<file path="src/rtl/mem_sched.sv">
// Single-port memory scheduler: video, CPU and loader requesters plus periodic
// refresh share one SDRAM-controller front end under fixed priority.
module mem_sched #(
  parameter int AW   = 24,
  parameter int REFN = 392
) (
  input  logic          clock,
  input  logic          reset,
  input  logic          vReq,
  input  logic [AW-1:0] vA,
  output logic [7:0]    vQ,
  output logic          vValid,
  input  logic          cReq,
  input  logic          cWe,
  input  logic [AW-1:0] cA,
  input  logic [7:0]    cD,
  output logic [7:0]    cQ,
  output logic          cAck,
  input  logic          dReq,
  input  logic [AW-1:0] dA,
  input  logic [7:0]    dD,
  output logic          dAck,
  output logic          mReq,
  output logic          mRef,
  output logic          mWe,
  output logic [AW-1:0] mA,
  output logic [7:0]    mD,
  input  logic [7:0]    mQ,
  input  logic          mAck,
  output logic          ovr
);

  localparam int CW = (REFN > 1) ? $clog2(REFN) : 1;

  typedef enum logic {IDLE, BUSY} state_t;
  typedef enum logic [1:0] {SRC_VID, SRC_REF, SRC_CPU, SRC_LDR} src_t;

  state_t        state, stateNext;
  src_t          owner, ownerNext;

  logic          vPend, rPend, cPend, dPend;
  logic [AW-1:0] vAddr, cAddr, dAddr;
  logic [7:0]    cData, dData;
  logic          cWrite;
  logic [CW-1:0] refCnt;

  logic          mReqNext, mRefNext, mWeNext;
  logic [AW-1:0] mANext;
  logic [7:0]    mDNext, vQNext, cQNext;
  logic          vValidNext, cAckNext, dAckNext;

  logic          done, vDone, rDone, cDone, dDone;
  logic          vCap, cCap, dCap, refTick;

  assign done    = (state == BUSY) && mAck;
  assign vDone   = done && (owner == SRC_VID);
  assign rDone   = done && (owner == SRC_REF);
  assign cDone   = done && (owner == SRC_CPU);
  assign dDone   = done && (owner == SRC_LDR);

  // A strobe is accepted when the slot is free or being freed on this same edge.
  assign vCap    = vReq && (!vPend || vDone);
  assign cCap    = cReq && (!cPend || cDone);
  assign dCap    = dReq && (!dPend || dDone);
  assign refTick = (refCnt == '0);

  always_ff @(posedge clock or negedge reset) begin
    if (!reset) begin
      vPend  <= 1'b0;
      rPend  <= 1'b0;
      cPend  <= 1'b0;
      dPend  <= 1'b0;
      vAddr  <= '0;
      cAddr  <= '0;
      dAddr  <= '0;
      cData  <= '0;
      dData  <= '0;
      cWrite <= 1'b0;
      refCnt <= CW'(REFN - 1);
      ovr    <= 1'b0;
    end else begin
      vPend <= (vPend && !vDone) || vCap;
      cPend <= (cPend && !cDone) || cCap;
      dPend <= (dPend && !dDone) || dCap;
      rPend <= (rPend && !rDone) || refTick;
      if (vCap) vAddr <= vA;
      if (cCap) begin
        cAddr  <= cA;
        cData  <= cD;
        cWrite <= cWe;
      end
      if (dCap) begin
        dAddr <= dA;
        dData <= dD;
      end
      refCnt <= refTick ? CW'(REFN - 1) : refCnt - 1'b1;
      // Overrun only if the previous refresh is still outstanding after this edge.
      if (refTick && rPend && !rDone) ovr <= 1'b1;
    end
  end

  always_ff @(posedge clock or negedge reset) begin
    if (!reset) begin
      state  <= IDLE;
      owner  <= SRC_VID;
      mReq   <= 1'b0;
      mRef   <= 1'b0;
      mWe    <= 1'b0;
      mA     <= '0;
      mD     <= '0;
      vQ     <= '0;
      cQ     <= '0;
      vValid <= 1'b0;
      cAck   <= 1'b0;
      dAck   <= 1'b0;
    end else begin
      state  <= stateNext;
      owner  <= ownerNext;
      mReq   <= mReqNext;
      mRef   <= mRefNext;
      mWe    <= mWeNext;
      mA     <= mANext;
      mD     <= mDNext;
      vQ     <= vQNext;
      cQ     <= cQNext;
      vValid <= vValidNext;
      cAck   <= cAckNext;
      dAck   <= dAckNext;
    end
  end

  always_comb begin
    stateNext  = state;
    ownerNext  = owner;
    mReqNext   = mReq;
    mRefNext   = mRef;
    mWeNext    = mWe;
    mANext     = mA;
    mDNext     = mD;
    vQNext     = vQ;
    cQNext     = cQ;
    vValidNext = 1'b0;
    cAckNext   = 1'b0;
    dAckNext   = 1'b0;
    case (state)
      IDLE: begin
        // Fixed priority: video > refresh > CPU > loader.
        if (vPend) begin
          ownerNext = SRC_VID;
          stateNext = BUSY;
          mReqNext  = 1'b1;
          mRefNext  = 1'b0;
          mWeNext   = 1'b0;
          mANext    = vAddr;
        end else if (rPend) begin
          ownerNext = SRC_REF;
          stateNext = BUSY;
          mReqNext  = 1'b1;
          mRefNext  = 1'b1;
          mWeNext   = 1'b0;
          mANext    = '0;
        end else if (cPend) begin
          ownerNext = SRC_CPU;
          stateNext = BUSY;
          mReqNext  = 1'b1;
          mRefNext  = 1'b0;
          mWeNext   = cWrite;
          mANext    = cAddr;
          mDNext    = cData;
        end else if (dPend) begin
          ownerNext = SRC_LDR;
          stateNext = BUSY;
          mReqNext  = 1'b1;
          mRefNext  = 1'b0;
          mWeNext   = 1'b1;
          mANext    = dAddr;
          mDNext    = dData;
        end
      end
      BUSY: begin
        if (mAck) begin
          stateNext = IDLE;
          mReqNext  = 1'b0;
          mRefNext  = 1'b0;
          case (owner)
            SRC_VID: begin
              vValidNext = 1'b1;
              vQNext     = mQ;
            end
            SRC_CPU: begin
              cAckNext = 1'b1;
              if (!mWe) cQNext = mQ;
            end
            SRC_LDR: dAckNext = 1'b1;
            default: ;
          endcase
        end
      end
      default: stateNext = IDLE;
    endcase
  end

endmodule

</file>
<file path="config.mk">
export PLATFORM = sky130hd
export DESIGN_NAME = mem_sched
export DESIGN_NICKNAME = d
export VERILOG_FILES = /design/src/rtl/mem_sched.sv
export SDC_FILE = /design/constraint.sdc
export NUM_CORES = 1
export LEC_CHECK = 0
export BUFFER_PORTS_ARGS = -buffer_cell sky130_fd_sc_hd__buf_2
export CAP_MARGIN = 20
export CELL_PAD_IN_SITES_DETAIL_PLACEMENT = 1
export CELL_PAD_IN_SITES_GLOBAL_PLACEMENT = 1
export CORE_ASPECT_RATIO = 1.75
export CORE_UTILIZATION = 41
export CTS_BUF_LIST = sky130_fd_sc_hd__clkbuf_4 sky130_fd_sc_hd__clkbuf_8
export CTS_CLUSTER_SIZE = 16
export DETAILED_ROUTE_END_ITERATION = 10
export HOLD_SLACK_MARGIN = 0.02
export MAX_ROUTING_LAYER = met4
export PLACE_DENSITY_LB_ADDON = 0.15
export SLEW_MARGIN = 5
export SYNTH_ARGS = -nofsm -noshare
export SYNTH_HDL_FRONTEND = slang
export SYNTH_SLANG_ARGS = --single-unit
export TNS_END_PERCENT = 1
</file>
<file path="constraint.sdc">
create_clock -name clock -period 1.62 [get_ports clock]
set_input_delay 0.486 -clock clock [delete_from_list [all_inputs] [get_ports clock]]
set_output_delay 0.486 -clock clock [all_outputs]
set_load 0.01 [all_outputs]
</file>
==> metrics.csv <==
metric,value,unit
hold_depth,2,
post_cts_buffers,0,
critPathKind,flip-flop to flip-flop,
routed_via_density,5.33,
ff2ff_path_depth,4,
portBuffers,157,
cts-buffers-inserted,17,
grt_pass1_wl,27.6,mm
seq_area_frac_synth,0.599,
drt_wl_total,17.1,mm
hold_violations,0,
gp_congestion,0.770,
cp-end-kind,flip-flop,
report.final.setup_viol,0,
finalMaxSlewViolations,0,
grt_max_degree,39,
start_kind,flip-flop,
fmax,643,MHz
p_comb_frac,0.352,
startpoint,owner[1],
synth.cell_area,0.00670,sq mm
worstPathMaxFanout,20,
stdcell_count,859,
arrival,1880,ps
drc,0,
regArea,0.00401,sq mm
multi_input_area,0.00254,sq mm
fp-row-count,61,
synth_cell_type_count,40,
layout_common_cells,"buf_2 (156), dfrtp_1 (152), mux2_2 (146)",
die_x,98.6,um
syn2layout_area_growth,26.4,%
power_frac_seq,0.435,
nNetsFinal,761,
min_to,dPend,
tightest_slew,398,ps
dieArea,0.0169,sq mm
coreArea,0.0160,sq mm
grt_pass1_vias,5219,
gr-usage-all-layers,0.222,
finalCritPeriodShare,0.961,
synth.net_count,576,
vias,4576,
reg2reg_from,owner[1],
hold_ws,247,ps
switchingPower,4.94,mW
outcome,"complete, no violations",
period_minus_slack,1560,ps
clock-root-buffer,clkbuf_8,
cts_max_level,4,
clkSinkCount,160,
yosys_warnings,0,
power.internal,10.6,mW
worstReg2RegEnd,dAddr[8],
worstPathRequired,1940,ps
dpl.hpwl,12.6,mm
leakage,3.93,nW
vdd_drop_max,915,uV
drtAntennaViolNets,0,
final.fill_count,1674,
diodes,0,
grt_overflow,0,
holdCritStartpoint,dReq,
insertion_delay,440,ps
fin_tns_setup,0,ps
top_level_ports,158,
switching_share,0.317,
power.density,1840,mW/mm^2
final_common_cell,buf_2,
cap_violations,0,
rrSetupSlack,60,ps
min_path_type,input port to flip-flop,
clkTransAtPathRegs,90,ps
firstDrtPassIters,4,
rsz0062_at_grt,no,
clkPwrFrac,0.213,
avgSynthCellArea,14.2,sq um
fin_skew,13.5,ps
synth_cells,472,
ys_ff_latch,160,
post_drt_wl_per_cell,19.9,um
drive_gt1_frac,0.584,
grt_antenna_before_repair,0,
dp_cells,826,
cts_tree,yes,
start_util,0.420,
cts.path.max_buffers,2,
relSlewSlack,0.735,
die_h,171,um
drt_iter0_markers,159,
logic make-up (layout without fill, tap and decap cells):
| logic type | after synthesis | count (layout) | share of synthesized area |
|---|---|---|---|
| xor gates and xnor gates | 3 | 3 | 0.00392 |
| and+or+nand+nor | 34 | 34 | 0.0359 |
| muxes | 146 | 146 | 0.245 |
| buffers and inverters | 35 | 233 | 0.0291 |
| AOI/OAI and AO/OA | 93 | 93 | 0.0853 |
| adders and majority gates | 1 | 1 | 0.00187 |
| DFF | 160 | 160 | 0.599 |
metrics by stage:
stage          setup WS [ps]  area, sq um   util  power [mW]
6_report                63.7         8470  0.531        15.6
5_1_grt                 5.38         8470  0.531        16.5
4_1_cts                -20.7         8440  0.529        15.8
3_5_place_dp            -170         7960  0.499        12.4
3_3_place_gp            -118         7960  0.499        12.0
2_1_floorplan           16.3         6700      -        10.2
power by group through the flow:
stage | Sequential (mW) | Clock [mW] | Combinational, mW
after floorplan | 6.84 | 0 | 3.31
after global placement | 6.75 | 0 | 5.29
after detailed placement | 6.86 | 0 | 5.51
after CTS | 6.80 | 3.41 | 5.57
after global routing | 7.02 | 3.56 | 5.97
final | 6.79 | 3.31 | 5.48
synth_stat cells:
cell,number,share of area
dfrtp_1,155,0.58
mux2_2,146,0.25
o21ai_0,52,0.039
a22oi_1,25,0.028
buf_4,9,0.010
clkbuf_1,9,0.0050
nand2_1,9,0.0050
inv_1,8,0.0045
nor2_1,8,0.0045
buf_2,6,0.0045
dfstp_2,5,0.020
buf_6,3,0.0050
o21ai_1,3,0.0022
a21boi_2,2,0.0034
a21o_1,2,0.0022
and4bb_2,2,0.0037
nand2b_1,2,0.0019
nor4_4,2,0.0063
o21bai_1,2,0.0022
xor2_1,2,0.0026
a21oi_1,1,0.00075
a22o_1,1,0.0013
a32o_1,1,0.0015
and3b_1,1,0.0013
ha_1,1,0.0019
nand4_1,1,0.00093
nand4b_2,1,0.0022
nor2_2,1,0.00093
nor2b_1,1,0.00093
nor3b_1,1,0.0011
nor4_2,1,0.0019
nor4b_1,1,0.0013
o211ai_1,1,0.0011
o21ai_2,1,0.0013
o22a_1,1,0.0013
o31ai_1,1,0.0011
or2_1,1,0.00093
or4_1,1,0.0011
or4_4,1,0.0017
xnor2_1,1,0.0013
registers in the layout, indices dropped and copies added (netlist names), 2 cells and up:
signal / cells
dData: 8
dAddr: 24
mA: 24
vAddr: 24
cAddr: 24
cData: 8
owner: 2
mD: 8
cQ: 8
refCnt: 9
vQ: 8
timing repair:
| item | CTS | global route |
|---|---|---|
| endpoints found under the hold margin | 31 | 0 |
| gates resized for setup | 2 | 7 |
| pin swaps | 0 | 2 |
| endpoints found under the setup margin | 39 | 79 |
| hold buffers | 1 | 0 |
worst max-delay path, cell delays in order (launching register included):
cell and delay [ps]:
dfrtp_2 430, nand4_1 200, a21boi_4 250, buf_12 200
mux2_2 360
routing by layer:
metal,vias up,part of all wire,track usage
met3,16,0.042,0.0458
met2,129,0.55,0.401
met1,2354,0.39,0.246
li1,2077,-,-
met4,0,0.015,0.0668
met5,-,0,-
how the worst max path moves through the flow:
stage | endpoint | slack, ps | cells after the start
after global placement | cAddr[17] | -120 | 5
after CTS | dAddr[16] | -20 | 4
after floorplan | vAddr[10] | 20 | 5
after global routing | dAddr[8] | 5 | 4
final | dAddr[8] | 60 | 4
after detailed placement | cAddr[19] | -170 | 5
layout make-up:
cell class | instances | area share
repair buffers | 193 | 0.140
clock buffers | 21 | 0.0327
flip-flops and latches | 160 | 0.474
well taps | 189 | 0.0279
clock inverters | 11 | 0.0210
multi-input cells | 277 | 0.300
inverters | 8 | 0.00355
Note: power is estimated with default switching activity, not from simulation.
